<file path="src/rtl/pool1_max2x2.sv">
// pool1_max2x2: 2x2 stride-2 pooling of a valid-qualified raster stream through a half-row line buffer.
// Max pooling by default; define POOL1_AVG_EN for average pooling (floor of the four-sample mean).
module pool1_max2x2 #(
  parameter int DATA_W   = 32,
  parameter int IN_WIDTH = 24
) (
  input  logic              clk,
  input  logic              rst_n,
  input  logic [DATA_W-1:0] cnn_data_in,
  input  logic              cnn_data_in_valid,
  input  logic              img_in_en,
  output logic [DATA_W-1:0] cnn_data_out,
  output logic              cnn_data_out_valid,
  output logic              frame_done
);
  localparam int OUT_WIDTH = IN_WIDTH / 2;
  localparam int CW        = $clog2(IN_WIDTH);
`ifdef POOL1_AVG_EN
  localparam int LBW = DATA_W + 1;
`else
  localparam int LBW = DATA_W;
`endif
  localparam logic [CW-1:0] LAST = CW'(IN_WIDTH - 1);

  // Handshake: a sample is taken only when cnn_data_in_valid & img_in_en; there is no
  // backpressure. cnn_data_out_valid is a one-cycle pulse per pooled pixel, and
  // cnn_data_out holds its last value between pulses.
  logic [CW-1:0]     r_col;
  logic [CW-1:0]     r_row;
  logic [DATA_W-1:0] r_pair_hold;
  logic [LBW-1:0]    r_line_buf [OUT_WIDTH];

  logic              w_acc;
  logic              w_abort;
  logic              w_col_last;
  logic              w_row_last;
  logic [CW-2:0]     w_idx;
  logic [LBW-1:0]    w_pm;
  logic [DATA_W-1:0] w_pool;

  assign w_acc      = cnn_data_in_valid & img_in_en;
  assign w_abort    = cnn_data_in_valid & ~img_in_en;
  assign w_col_last = (r_col == LAST);
  assign w_row_last = (r_row == LAST);
  assign w_idx      = r_col[CW-1:1];

`ifdef POOL1_AVG_EN
  logic [DATA_W+1:0] w_sum;
  assign w_pm   = {1'b0, r_pair_hold} + {1'b0, cnn_data_in};
  assign w_sum  = {1'b0, r_line_buf[w_idx]} + {1'b0, w_pm};
  assign w_pool = w_sum[DATA_W+1:2];
`else
  assign w_pm   = (r_pair_hold >= cnn_data_in) ? r_pair_hold : cnn_data_in;
  assign w_pool = (r_line_buf[w_idx] >= w_pm) ? r_line_buf[w_idx] : w_pm;
`endif

  always_ff @(posedge clk or negedge rst_n) begin
    if (!rst_n) begin
      r_col              <= '0;
      r_row              <= '0;
      r_pair_hold        <= '0;
      cnn_data_out       <= '0;
      cnn_data_out_valid <= 1'b0;
      frame_done         <= 1'b0;
    end else begin
      cnn_data_out_valid <= 1'b0;
      frame_done         <= 1'b0;
      if (w_abort) begin
        // Dropping img_in_en under a valid sample restarts the frame at (0,0).
        r_col       <= '0;
        r_row       <= '0;
        r_pair_hold <= '0;
      end else if (w_acc) begin
        r_col <= w_col_last ? '0 : r_col + 1'b1;
        if (w_col_last) begin
          r_row <= w_row_last ? '0 : r_row + 1'b1;
        end
        if (!r_col[0]) begin
          r_pair_hold <= cnn_data_in;
        end else if (r_row[0]) begin
          cnn_data_out       <= w_pool;
          cnn_data_out_valid <= 1'b1;
          frame_done         <= w_row_last & w_col_last;
        end
      end
    end
  end

  // Even rows park their horizontal pair result until the odd row below arrives.
  always_ff @(posedge clk) begin
    if (w_acc && r_col[0] && !r_row[0]) begin
      r_line_buf[w_idx] <= w_pm;
    end
  end

endmodule

</file>
<file path="config.mk">
export PLATFORM = sky130hd
export DESIGN_NAME = pool1_max2x2
export DESIGN_NICKNAME = d
export VERILOG_FILES = /design/src/rtl/pool1_max2x2.sv
export SDC_FILE = /design/constraint.sdc
export NUM_CORES = 1
export LEC_CHECK = 0
export ABC_AREA = 1
export CELL_PAD_IN_SITES_DETAIL_PLACEMENT = 1
export CELL_PAD_IN_SITES_GLOBAL_PLACEMENT = 1
export CORE_UTILIZATION = 40
export DETAILED_ROUTE_END_ITERATION = 10
export PLACE_DENSITY_LB_ADDON = 0.1
export SYNTH_ARGS = -nofsm -noshare
export SYNTH_HDL_FRONTEND = slang
export SYNTH_SLANG_ARGS = --single-unit
</file>
<file path="constraint.sdc">
create_clock -name clk -period 4.65 [get_ports clk]
set_input_delay 0.6975 -clock clk [delete_from_list [all_inputs] [get_ports clk]]
set_output_delay 0.6975 -clock clk [all_outputs]
set_load 0.02 [all_outputs]
</file>
After elaboration in Yosys (flattened, before gate mapping)
Memory sizes are Yosys's and may differ from the RTL's. Index checks and enable logic that the tools add are counted.

Memories kept: 1. Word-level logic and storage cells: 49. Memory bits (writable): 384. Bits in registers: 76.

Add/subtract/negate cells: 2. $lt $le $gt $ge: 2. Equality and inequality tests: 3. Bitwise gates (word level): 5. Reductions and logical operators: 8. Muxes and demuxes: 22.

Memories: r_line_buf (words 12, width 32, rd ports 1, clocked after memory_dff 0, write ports 1, line 31) `logic [LBW-1:0] r_line_buf [OUT_WIDTH];`.

Operators by type and width (count): two-way mux 32 bit (5); greater-or-equal comparator 32 bit (2); two-way mux 5 bit (7); adder 5 x 1 -> 5 bit, second input constant (2); equality test 5 bit, second input constant (2); two-way mux 1 bit (10); AND reduction 2 bit (2); AND reduction 4 bit (1); nonzero test 2 bit (2); AND 1 bit (3); logical AND 1 bit (2); != test 2 x 1 -> 1 bit, second input constant (1); inverter 1 bit (2); zero test 1 bit (1).

Longest topological paths before layout
Gate-level depths: netlist (run 1).

Depth in word-level cells: 6. Gate-level depth with buffers: 33.

Least setup slack after synthesis (run 1)
Ideal clock, no wire load.

Path type: register -> register. Start point: reg r_col[4]. End point: mem r_line_buf[1][0] (netlist name) (enable). Data arrival time: 3.393 ns. Stages on the path, launching flop included: 6. Buffers on the path: 2. Setup time: 0.461 ns. Setup slack: 0.796 ns. Clock period less this slack: 3.854 ns. Cell sequence: dfrtp_1 > buf_2 > nor2_1 > clkbuf_1 > inv_1 > nor3_1.

RTL lines: from (decl) (line 28) `logic [CW-1:0] r_col;`; from (signal assigned) (line 74) `r_col <= w_col_last ? '0 : r_col + 1'b1;`; to (decl) (line 31).

No word-level cell before the write port.

Final worst setup path (run 1)
Start point: in cnn_data_in[15]. End point: reg cnn_data_out[8].

Word-level cells in the longest chain between the ends: 4.

Ends and longest elaborated chain: from (decl) (line 9) `input logic [DATA_W-1:0] cnn_data_in,`; greater-or-equal comparator 32 bit (line 53) `assign w_pm = (r_pair_hold >= cnn_data_in) ? r_pair_hold : cnn_data_in;`; two-way mux 32 bit (line 53); named net w_pm[17] (line 38) `logic [LBW-1:0] w_pm;`; greater-or-equal comparator 32 bit (line 54) `assign w_pool = (r_line_buf[w_idx] >= w_pm) ? r_line_buf[w_idx] : w_pm;`; two-way mux 32 bit (line 54); to (signal assigned) (line 81) `cnn_data_out <= w_pool;`; to (decl) (line 12) `output logic [DATA_W-1:0] cnn_data_out,`.

The timed path passes the listed nets, and every way through them passes these cells. A chain may end at the register's enable or synchronous reset.

==> impl_results.md, run 1 <==
- Status: completed
- Via Count: 13,800
- Root Buffer: clkbuf_16
- Worst R2R Start: r_col[3]
- Reg power frac: 41.4%
- Worst hold path class: in2async
- Worst R2R Path Depth: 18
- Yosys reg bits: 460
- Pwr Density: 508 mW/mm^2
- Post-Syn Nets: 1,829
- Final Hold Fails: 0
- Pins over their slew limit: 0
- Setup slack after layout: 0.437 ns
- R2R Setup Slk: 0.46 ns
- Max Fclk: 237 MHz
- RSZ-0062 raised after global routing: false
- Mux share of post-synthesis cell area: 0%
- Critical Path End: cnn_data_out[8]
- Switching share of power: 32.4%
- Core area: 0.0490 mm^2
- Critical Path Max Stage Delay: 0.49 ns
- CP startpoint kind: primary input
- Delay-heaviest family, CP: simple AND/OR/NAND/NOR gates
- Post-CTS sizing: 0
- Initial Util: 40.6%
- First-pass GRT wire length: 88,900 um
- Wire per inst: 22.2 um
- Top-Level Pins: 70
- Die Span Y: 225 um
- Hpwl dp: 37,300 um
- Setup Crit Path Kind: in2reg
- Post-synth cell types: 31
- TNS Setup: 0 ns
- Slowest CP cell: clkdlybuf4s50_1
- I/O Buffers: 69
- Switching power: 3.93 mW
- Post-Synth Simple-Gate Area: 13.6%
- Largest net degree at the start of global routing: 76
- Antenna Violating Nets Remaining: 0
- DRC viols: 0
- Syn Std Cell Area: 0.0199 mm^2
- WL final: 58,100 um
- Critical path depth: 29
- Final worst-path cycle share: 90.6%
- Post-synthesis compound-gate area fraction: 9.52%
- LEAKAGE: 9.63 nW
- Clock Sinks: 460
- Crit. End Element: register
- Hold Buf Count CTS: 0
- Maximum vdd drop: 0.259 mV
- Die area: 0.0505 mm^2
- Reg clk slew, reported paths: 0.06 ns
- Fin crit period: 4.21 ns
- Overall global routing resource usage: 23.6%
- Num CTS Buffers: 49
- Chip width: 225 um
- Antenna diodes: 0
- Crit-path most repeated cell: nand2_1
- Buf+Inv Stages, Crit Path: 8
- Max Buffers Root-to-Sink: 3
- Critical Path Start: cnn_data_in[15]
- Vias in the first global route: 14,700
- Power, Total: 12.1 mW
- H-tree depth reported by CTS: 2
- Number of placement rows: 81
- Pre-CTS WS: -0.227 ns
- RD Place Congestion: 0.798
- Clock group share of total power: 31.5%
- Worst skew pair latency: 0.59 ns
- Largest family of logic cells by synthesized area: simple AND/OR/NAND/NOR gates
- Syn Area/Cell: 11.5 um^2
- Layout Area Growth over Synthesis: 20.2%
- FILL cells: 5,127
- TritonCTS clock tree: done
- Post-CTS setup buffer count: 0
- Initial antenna violation count: 0
- Drt pass-1 iters: 5
- Internal power: 8.19 mW
- CP Max Fanout: 32
- Vias/cell: 5.29
- CP Data Required Time: 5.12 ns
- Yosys warnings: 0
- Mapped Cells: 1,727
- XOR/XNOR share of the synthesized area: 0.0441%
- Max-Cap Viols: 0
- Grt ovf: 0
- Fraction of layout cells with a size suffix above 1: 12.1%
- Most frequent cells in the layout: 497 x nand2_1, 384 x edfxtp_1, 163 x inv_1
- Worst slew pin tran: 1.04 ns
- Most common cell after layout, fill and taps aside: nand2_1
- Final nets: 2,012
- Hold Slack: 0.110 ns
- Post-synthesis sequential area ratio: 67.6%
- Worst slew margin: 30.4%
- Area share of fa/ha/maj cells after synthesis: 4.16%
- Initial DRC Count: 987
- Logic gate share of total power: 27.1%
- Crit path arrival time: 4.69 ns
- Setup Skew: 0.0139 ns
- Worst R2R End: cnn_data_out[8]
- Final setup fails: 0
-- power by group through the flow --
stage          sequential, mW  clock [mW]  combinational (mW)
6_report                 5.01        3.82                3.29
5_1_grt                  5.04        4.02                3.64
4_1_cts                  5.02        3.88                3.32
3_5_place_dp             5.09           0                3.31
3_3_place_gp             5.09           0                3.22
2_1_floorplan            5.20           0                1.71
-- cells in the mapped netlist (all sizes together) --
master    n  share of area (%)
dfrtp    76                9.6
o21a      5               0.19
buf      49                1.3
o31ai     2              0.076
clkinv    1              0.019
nor3      9               0.23
and3     11               0.35
nor2     49                1.0
inv     167                3.2
edfxtp  384                 58
o21ai    21               0.53
ha       66                4.2
nand4    19               0.60
a32o      1              0.050
a22o     12               0.53
a31oi    12               0.38
a21oi    77                2.0
xor2      1              0.044
nand2   497                9.4
o22ai    32                1.0
a22oi   126                4.8
nand3    79                2.0
clkbuf   30               0.57
a21o      1              0.038
-- layer usage --
layer	up-vias	part of all wire [%]	global-route usage (%)
li1	6443	-	-
met1	7039	48	34.1
met2	275	46	37.2
met3	78	4.5	3.79
met4	0	2.0	5.66
met5	-	0	0
-- metrics by stage --
stage	std cells	cell area (um^2)	utilization, %
after global placement	2523	22300	45.6
final	2614	23900	48.7
after detailed placement	2523	22300	45.6
after global routing	2614	23900	48.7
after CTS	2614	23900	48.7
after floorplan	1727	19900	-
-- state kept, by name, summed over array words and instances, names as in the netlist --
register and flops:
r_pair_hold 32, r_col 5, cnn_data_out 32, frame_done 1, r_line_buf 384, cnn_data_out_valid 1
r_row 5
-- how the worst min path moves through the flow --
| stage | cells after the start | end | startpoint | slack [ns] |
|---|---|---|---|---|
| after floorplan | 0 | cnn_data_out[0] | rst_n | 0.40 |
| after global placement | 2 | cnn_data_out[27] | cnn_data_out[27] | 0.46 |
| after detailed placement | 2 | cnn_data_out[19] | cnn_data_out[19] | 0.47 |
| after CTS | 1 | frame_done | rst_n | 0.11 |
| after global routing | 1 | cnn_data_out[24] | rst_n | 0.14 |
| final | 1 | cnn_data_out[24] | rst_n | 0.11 |
-- final cells by class --
cell class              count  area, um^2  area share, %
multi-input cells        1020        5510           23.1
repair buffers            211        1900           7.98
clock inverters            30         262           1.10
flip-flops and latches    460       13400           56.3
inverters                 168         633           2.65
clock buffers              61        1280           5.37
well taps                 664         831           3.48
-- cells by family (layout without fill, tap and decap cells) --
| kind of cell | Yosys count | count (layout) |
|---|---|---|
| and+or+nand+nor | 664 | 664 |
| DFF | 460 | 460 |
| AOI/OAI and AO/OA | 289 | 289 |
| buffers and inverters | 247 | 470 |
| adders and majority gates | 66 | 66 |
| xor gates and xnor gates | 1 | 1 |
Power figures use the tool's default switching activity.
==> inputs of run 2 (changes only) <==
Settings changed: ABC_AREA 1 to default, PLACE_DENSITY from default to 0.7, PLACE_DENSITY_LB_ADDON 0.1 to default.
==> run 2 against run 1 <==
  * First-iteration DRC count up 3.4%
  * Maximum frequency down 7.8%
  * Largest power group unchanged
  * Synthesized cell count down 28%
  * Non-clock buffer count up 22
  * Area after synthesis up 1.4%
  * Sequential power about the same
  * Clock skew up 0.0077 ns
  * Largest cell class unchanged
  * Die area up 1.4%
  * Via count down 14%
  * Flip-flop and latch count unchanged
  * Highest routed layer unchanged
  * Utilization up 2.0 points
==> impl_results.md, run 2 <==
- Via Count: 11,900 (-14%)
- First-pass GRT wire length: 80,200 um (-9.7%)
- Vias in the first global route: 12,900 (-12%)
- Initial DRC Count: 1,021 (+3.4%)
- Synth area leader: edfxtp_1
- CP startpoint kind: primary input
- Post-synth cell types: 59 (+90%)
- Setup Crit Path Kind: in2reg
- Final core utilization: 50.8% (+2.0 points)
- Largest family of logic cells by synthesized area: multiplexers
- Overall global routing resource usage: 21.4% (-2.2 points)
- Critical Path Max Stage Delay: 0.48 ns (about the same)
- CP Max Fanout: 8 (-75%)
- Die Span Y: 226 um (+0.68%)
- Setup Skew: 0.0216 ns (+0.00775 ns)
- Worst slew margin: 31.2% (+0.85 points)
- Delay-heaviest family, CP: simple AND/OR/NAND/NOR gates
- Largest net degree at the start of global routing: 46 (-39%)
- Final setup fails: 0 (unchanged)
- Antenna diodes: 0 (unchanged)
- Number of synthesized flops with an enable pin: 384 (unchanged)
- Fin crit period: 4.57 ns (+0.354 ns)
- Crit. End Element: register
- Most common cell after layout, fill and taps aside: edfxtp_1
- Max Fclk: 219 MHz (-7.8%)
- Worst hold path class: in2async
- Final worst-path cycle share: 98.2% (+7.6 points)
- Area share of fa/ha/maj cells after synthesis: 4.10% (-0.057 points)
- Wire per inst: 25.1 um (+13%)
- Max-Cap Viols: 0 (unchanged)
- Num CTS Buffers: 47 (-4.1%)
- Root Buffer: clkbuf_16
- Status: completed
- Chip width: 226 um (+0.68%)
- Most common cell in the netlist: edfxtp_1
- Initial Util: 40.9% (+0.31 points)
- LEAKAGE: 8.83 nW (-8.3%)
- Worst slew pin tran: 1.02 ns (-0.0220 ns)
- Syn Std Cell Area: 0.0201 mm^2 (+1.4%)
- Final Hold Fails: 0 (unchanged)
- Initial antenna violation count: 0 (unchanged)
- Cell area after layout: 0.0250 mm^2 (+4.8%)
- Vias/cell: 5.52 (+4.4%)
- Hpwl dp: 35,200 um (-5.6%)
- Buf+Inv Stages, Crit Path: 6 (-2)
- Die area: 0.0512 mm^2 (+1.4%)
- Fraction of layout cells with a size suffix above 1: 33.7% (+22 points)
- Grt ovf: 0 (unchanged)
- Largest Register: r_line_buf
- Worst skew pair latency: 0.58 ns (about the same)
- Area contributors post-synth: edfxtp_1 57%, mux4_2 11%, dfrtp_1 9.4%, ha_1 4.1%, a21oi_4 2.3%
- Post-Place Cell Area: 0.0227 mm^2 (+1.9%)
- Setup slack after layout: 0.0829 ns (-0.354 ns)
- Number of placement rows: 81 (unchanged)
- XOR/XNOR share of the synthesized area: 0% (-0.044 points)
- Syn Area/Cell: 16.3 um^2 (+42%)
- Crit-path most repeated cell: buf_12
- Post-synthesis compound-gate area fraction: 8.25% (-1.3 points)
- WL final: 54,000 um (-7.1%)
- Pins over their slew limit: 0 (unchanged)
- RD Place Congestion: 0.821 (+2.9%)
- Reg clk slew, reported paths: 0.06 ns (about the same)
- Maximum vdd drop: 0.256 mV (-1.0%)
- Ys async rst share: 16.5% (unchanged)
- Crit path cell chain: clkdlybuf4s50_1 -> inv_2 -> ha_4 -> nand4_1 -> or3_4 -> nor4_4 -> o31a_4 -> or2_4 -> buf_12 -> buf_12 -> a21oi_4 -> ha_1 -> and4_4 -> nand3_1 -> a311o_1 -> o211ai_1 -> buf_4 -> a31o_4 -> buf_12 -> nand3_1 -> o211ai_2
- Max FFs per register: 384 (unchanged)
- Max Buffers Root-to-Sink: 3 (unchanged)
- Clock Sinks: 460 (unchanged)
- Drt pass-1 iters: 5 (unchanged)
- Biggest regs: r_line_buf (384), cnn_data_out (32), r_pair_hold (32)
- Top-area cell type share of the netlist area: 57.3% (-0.79 points)
- Crit path arrival time: 5.05 ns (+0.36 ns)
- CP Data Required Time: 5.14 ns (+0.02 ns)
- Post-Syn Nets: 1,337 (-27%)
- DRC viols: 0 (unchanged)
- Post-Synth Simple-Gate Area: 5.51% (-8.1 points)
- Top-Level Pins: 70 (unchanged)
- Pre-CTS WS: -0.709 ns (-0.482 ns)
- Top_reg_cell synth: edfxtp_1
- Slowest CP cell: clkdlybuf4s50_1
- Layout Area Growth over Synthesis: 24.2%
- Top cells by count, synth: 384 x edfxtp_1, 115 x nand2_1, 96 x mux4_2
- Mux share of post-synthesis cell area: 12.4% (+12 points)
- Mapped Cells: 1,235 (-28%)
- Post-synthesis sequential area ratio: 66.7% (-0.92 points)
- I/O Buffers: 69 (unchanged)
- Yosys warnings: 0 (unchanged)
- Core area: 0.0493 mm^2 (+0.62%)
- Antenna Violating Nets Remaining: 0 (unchanged)
- TritonCTS clock tree: done
- H-tree depth reported by CTS: 2 (unchanged)
- Yosys reg bits: 460 (unchanged)
- Most frequent cells in the layout: 384 x edfxtp_1, 141 x buf_4, 114 x nand2_1
- Pwr Density: 454 mW/mm^2 (-11%)
- Final nets: 1,554 (-23%)
==> run 2: cell count changes in the layout (fill, tap and decap cells not counted), sizes merged, moves of 32 or more <==
cell	before	now
nand2	497	115
a22oi	126	1
mux4	0	96
inv	167	75
o21ai	21	81
nand3	79	41
o211ai	0	33
mux2i	0	32
nor2	49	17
==> run 2: final timing paths <==
kind,start,to,slack (ns),depth (start not counted)
min in group clk,cnn_data_in[12],r_pair_hold[12],0.52,4
min,rst_n,r_pair_hold[25],0.07,1
max,cnn_data_in[31],cnn_data_out[16],0.08,21
min reg2reg,cnn_data_out[26],cnn_data_out[26],0.54,2
max in group asynchronous,rst_n,cnn_data_out[11],3.56,2
max reg2reg,r_pair_hold[0],cnn_data_out[9],0.16,19
==> run 2: cell type report <==
type | count | area, um^2
Clock buffer | 60 | 1320
Clock inverter | 27 | 329
Fill cell | 4679 | 24300
Inverter | 76 | 285
Multi-Input combinational cell | 634 | 6610
Sequential cell | 460 | 13400
Tap cell | 664 | 831
Timing Repair Buffer | 233 | 2190
==> run 2: power by group <==
group          switching, mW  total (mW)  internal [mW]
Clock                   1.61        4.01           2.40
Combinational           1.27        2.34           1.07
Sequential             0.262        5.01           4.75
Total                   3.15        11.4           8.21
==> run 2: what timing repair did <==
| item | in CTS | in global routing |
|---|---|---|
| gates resized for setup | 30 | 47 |
| gates cloned | 3 | 2 |
| buffers inserted | 4 | 9 |
| hold buffers | 0 | 0 |
| pin swaps | 15 | 39 |
| setup endpoints to repair | 32 | 32 |
==> run 2: cells by family (layout without fill, tap and decap cells) <==
family                     after synthesis  in the layout
and+or+nand+nor                        241            241
DFF                                    460            460
muxes                                  129            129
adders and majority gates               66             66
buffers and inverters                  141            396
AOI/OAI and AO/OA                      198            198
==> run 2: worst register-to-register path, cell delays in order, from the launching register on <==
cell       delay, ns
dfrtp_1         0.37
inv_1           0.06
ha_1            0.29
nand2b_4        0.15
a2111oi_4       0.36
o41ai_2         0.12
o31a_4          0.39
or2_4           0.27
buf_12          0.16
a21oi_4         0.17
ha_4            0.22
a21o_1          0.15
a221o_1         0.35
a221oi_2        0.24
o211ai_1        0.20
buf_4           0.19
a31oi_4         0.20
nand2_4         0.14
buf_12          0.21
o211ai_2        0.17
==> run 2: routing by layer <==
layer	track usage (%)	wire, um	up-vias
li1	-	-	5232
met4	6.19	1240	0
met2	34.9	25500	363
met1	29.4	23900	6226
met3	3.60	3260	79
met5	0	0	-
==> run 2: per-stage QoR <==
step	power [mW]	setup TNS (ns)	hold WS, ns	instances
floorplan	6.19	0	0.402	1235
global placement	7.13	-20.34	0.523	2052
detailed placement	7.21	-21.54	0.527	2052
CTS	11.4	0	0.0560	2145
global route	11.7	-0.394	0.0892	2154
finish	11.4	0	0.0674	2154
==> inputs of run 3 (changes only) <==
Settings changed: SLEW_MARGIN from default to 25.
==> results of run 3 <==
No change in the layout: final DEF, timing and power equal those of run 2.
==> variant, RTL diff (config.mk and constraints of run 3) <==
Register the inputs `cnn_data_in_valid` and `img_in_en` before use, with the module's reset. The logic sees them one clock later. The other inputs are not delayed to match.
--- a/src/rtl/pool1_max2x2.sv
+++ b/src/rtl/pool1_max2x2.sv
@@ -24,2 +24,15 @@
 
+  logic cnn_data_in_valid_q;
+  logic img_in_en_q;
+
+  always_ff @(posedge clk or negedge rst_n) begin
+    if (!rst_n) begin
+      cnn_data_in_valid_q <= '0;
+      img_in_en_q         <= '0;
+    end else begin
+      cnn_data_in_valid_q <= cnn_data_in_valid;
+      img_in_en_q         <= img_in_en;
+    end
+  end
+
   // Handshake: a sample is taken only when cnn_data_in_valid & img_in_en; there is no
@@ -40,4 +53,4 @@
 
-  assign w_acc      = cnn_data_in_valid & img_in_en;
-  assign w_abort    = cnn_data_in_valid & ~img_in_en;
+  assign w_acc      = cnn_data_in_valid_q & img_in_en_q;
+  assign w_abort    = cnn_data_in_valid_q & ~img_in_en_q;
   assign w_col_last = (r_col == LAST);
Formal check against the unedited RTL: same outputs for any inputs over 4 cycles, from zero or initial values and one cycle with rst_n low; that may be too few to reach the edited logic, so the function may still have changed.
==> variant against run 3 <==
- worst setup slack better by 12 ps
- via count down 0.37%
- clock power down 10%
- sequential cell count up 2
- largest cell class unchanged
- non-clock buffer count down 15
- worst hold slack better by 150 ps
- routed wire length up 0.78%
- count of clock-buffer cells in the layout down 1
- sequential power down 5.0%
- critical endpoint is now cnn_data_out[25]
- area after synthesis down 1.2%
- total power down 8.6%
- design area down 2.2%
- die area down 1.2%
- final cell count down 1.9%
==> variant: results (changes against run 3) <==
| Metric | Value |
|---|---|
| Pin count of the biggest net entering global routing | `59 (+28%)` |
| Hold slack | `220 ps (+152 ps)` |
| Lkg Pwr | `8.74 nW (-1.1%)` |
| DP Cell Count | `2008 (-2.1%)` |
| Post-DR vias/cell | `5.61 (+1.6%)` |
| Cts bufs inserted | `48 (+2.1%)` |
| Async set-or-reset flop fraction in the synthesized netlist | `16.9% (+0.36 points)` |
| Iter 0 DRT Violations | `991 (-2.9%)` |
| RR Startpoint | `r_pair_hold[12]` |
| Layout Cells excl Fill | `2113 (-1.9%)` |
| Final HPWL DP | `33.1 mm (-6.0%)` |
| Layout cells sized above 1 | `30.2% (-3.5 points)` |
| Placed Area | `22300 um2 (-1.9%)` |
| Pre-CTS WS | `-922 ps (-213 ps)` |
| Synth cell types | `54 (-8.5%)` |
| Final-stage net count | `1513 (-2.6%)` |
| Slew headroom | `37.9% (+6.7 points)` |
| Clk_lat worst skew | `590 ps` |
| Critical path fanouts, max | `7 (-1)` |
| Depth of the most critical reg-to-reg path | `18 (-1)` |
| Data arrival time of the critical path | `5040 ps (about the same)` |
| Synthesized area per cell | `16.4 um2 (+0.82%)` |
| Diodes inserted | `0 (unchanged)` |
| Commonest cells post-synth | `edfxtp_1 (384), nand2_1 (102), mux4_2 (96)` |
| Syn_nets | `1312 (-1.9%)` |
| Global Route Usage Sum | `21.9% (+0.57 points)` |
| R2r endpoint | `cnn_data_out[25]` |
| First-pass GRT wire length | `81.9 mm (+2.0%)` |
| Largest cells by area after synthesis | `edfxtp_1 (58%), mux4_2 (11%), dfrtp_1 (9.8%)` |
| Routability cong. | `0.830 (+1.1%)` |
| Seq/Total Area, Yosys | `67.8% (+1.1 points)` |
| Fin worst setup slack | `95.2 ps (+12.3 ps)` |
| Status | `completed` |
==> variant: report_power, final <==
part / internal [W] / total (W) / switching, W
logic: 0.000891 / 0.00201 / 0.00112
clock network: 0.00204 / 0.00361 / 0.00157
registers: 0.00465 / 0.00476 / 0.000107
==> variant: cell type report <==
cell class | instances | area (um2)
clock buffer | 59 | 1260
fill | 4625 | 24500
multi-input combinational | 611 | 6360
sequential | 462 | 13500
timing repair buffer | 218 | 2040
tap | 664 | 831
inverter | 70 | 263
clock inverter | 29 | 195
==> variant: timing repair <==
item                                   CTS  global route
pin swaps                               26            26
resized for setup                       67            50
setup buffers                            9             4
setup endpoints to repair               32            32
endpoints found under the hold margin    0             0
gates cloned                             4             0
==> variant: worst max-delay path, stage by stage <==
cell           delay [ps]
dlygate4sd2_1         270
inv_1                  80
ha_1                  310
nand4_1               120
or3_4                 410
nor4_4                220
buf_4                 170
o31a_4                160
or2_4                 190
buf_12                150
mux2_4                330
ha_1                  290
and3_1                150
o21ai_2               130
a311o_1               190
o211ai_1              210
a211oi_2              280
buf_4                 180
nand2_8               110
buf_12                200
o211ai_1              180
==> variant: kinds of logic after synthesis <==
kind of cell / Yosys count / share of synthesized area (%)
and+or+nand+nor: 226 / 5.20
adders and majority gates: 66 / 4.15
DFF: 462 / 67.8
muxes: 129 / 12.6
buffers and inverters: 137 / 2.83
AOI/OAI and AO/OA: 190 / 7.46
==> variant: layer usage <==
| layer | GRT usage (%) | vias to the layer above | routed length (um) |
|---|---|---|---|
| met2 | 36.7 | 352 | 26600 |
| met4 | 6.30 | 0 | 1200 |
| met1 | 29.6 | 6264 | 23600 |
| met3 | 3.56 | 79 | 2930 |
| li1 | - | 5161 | - |
| met5 | 0 | - | 0 |
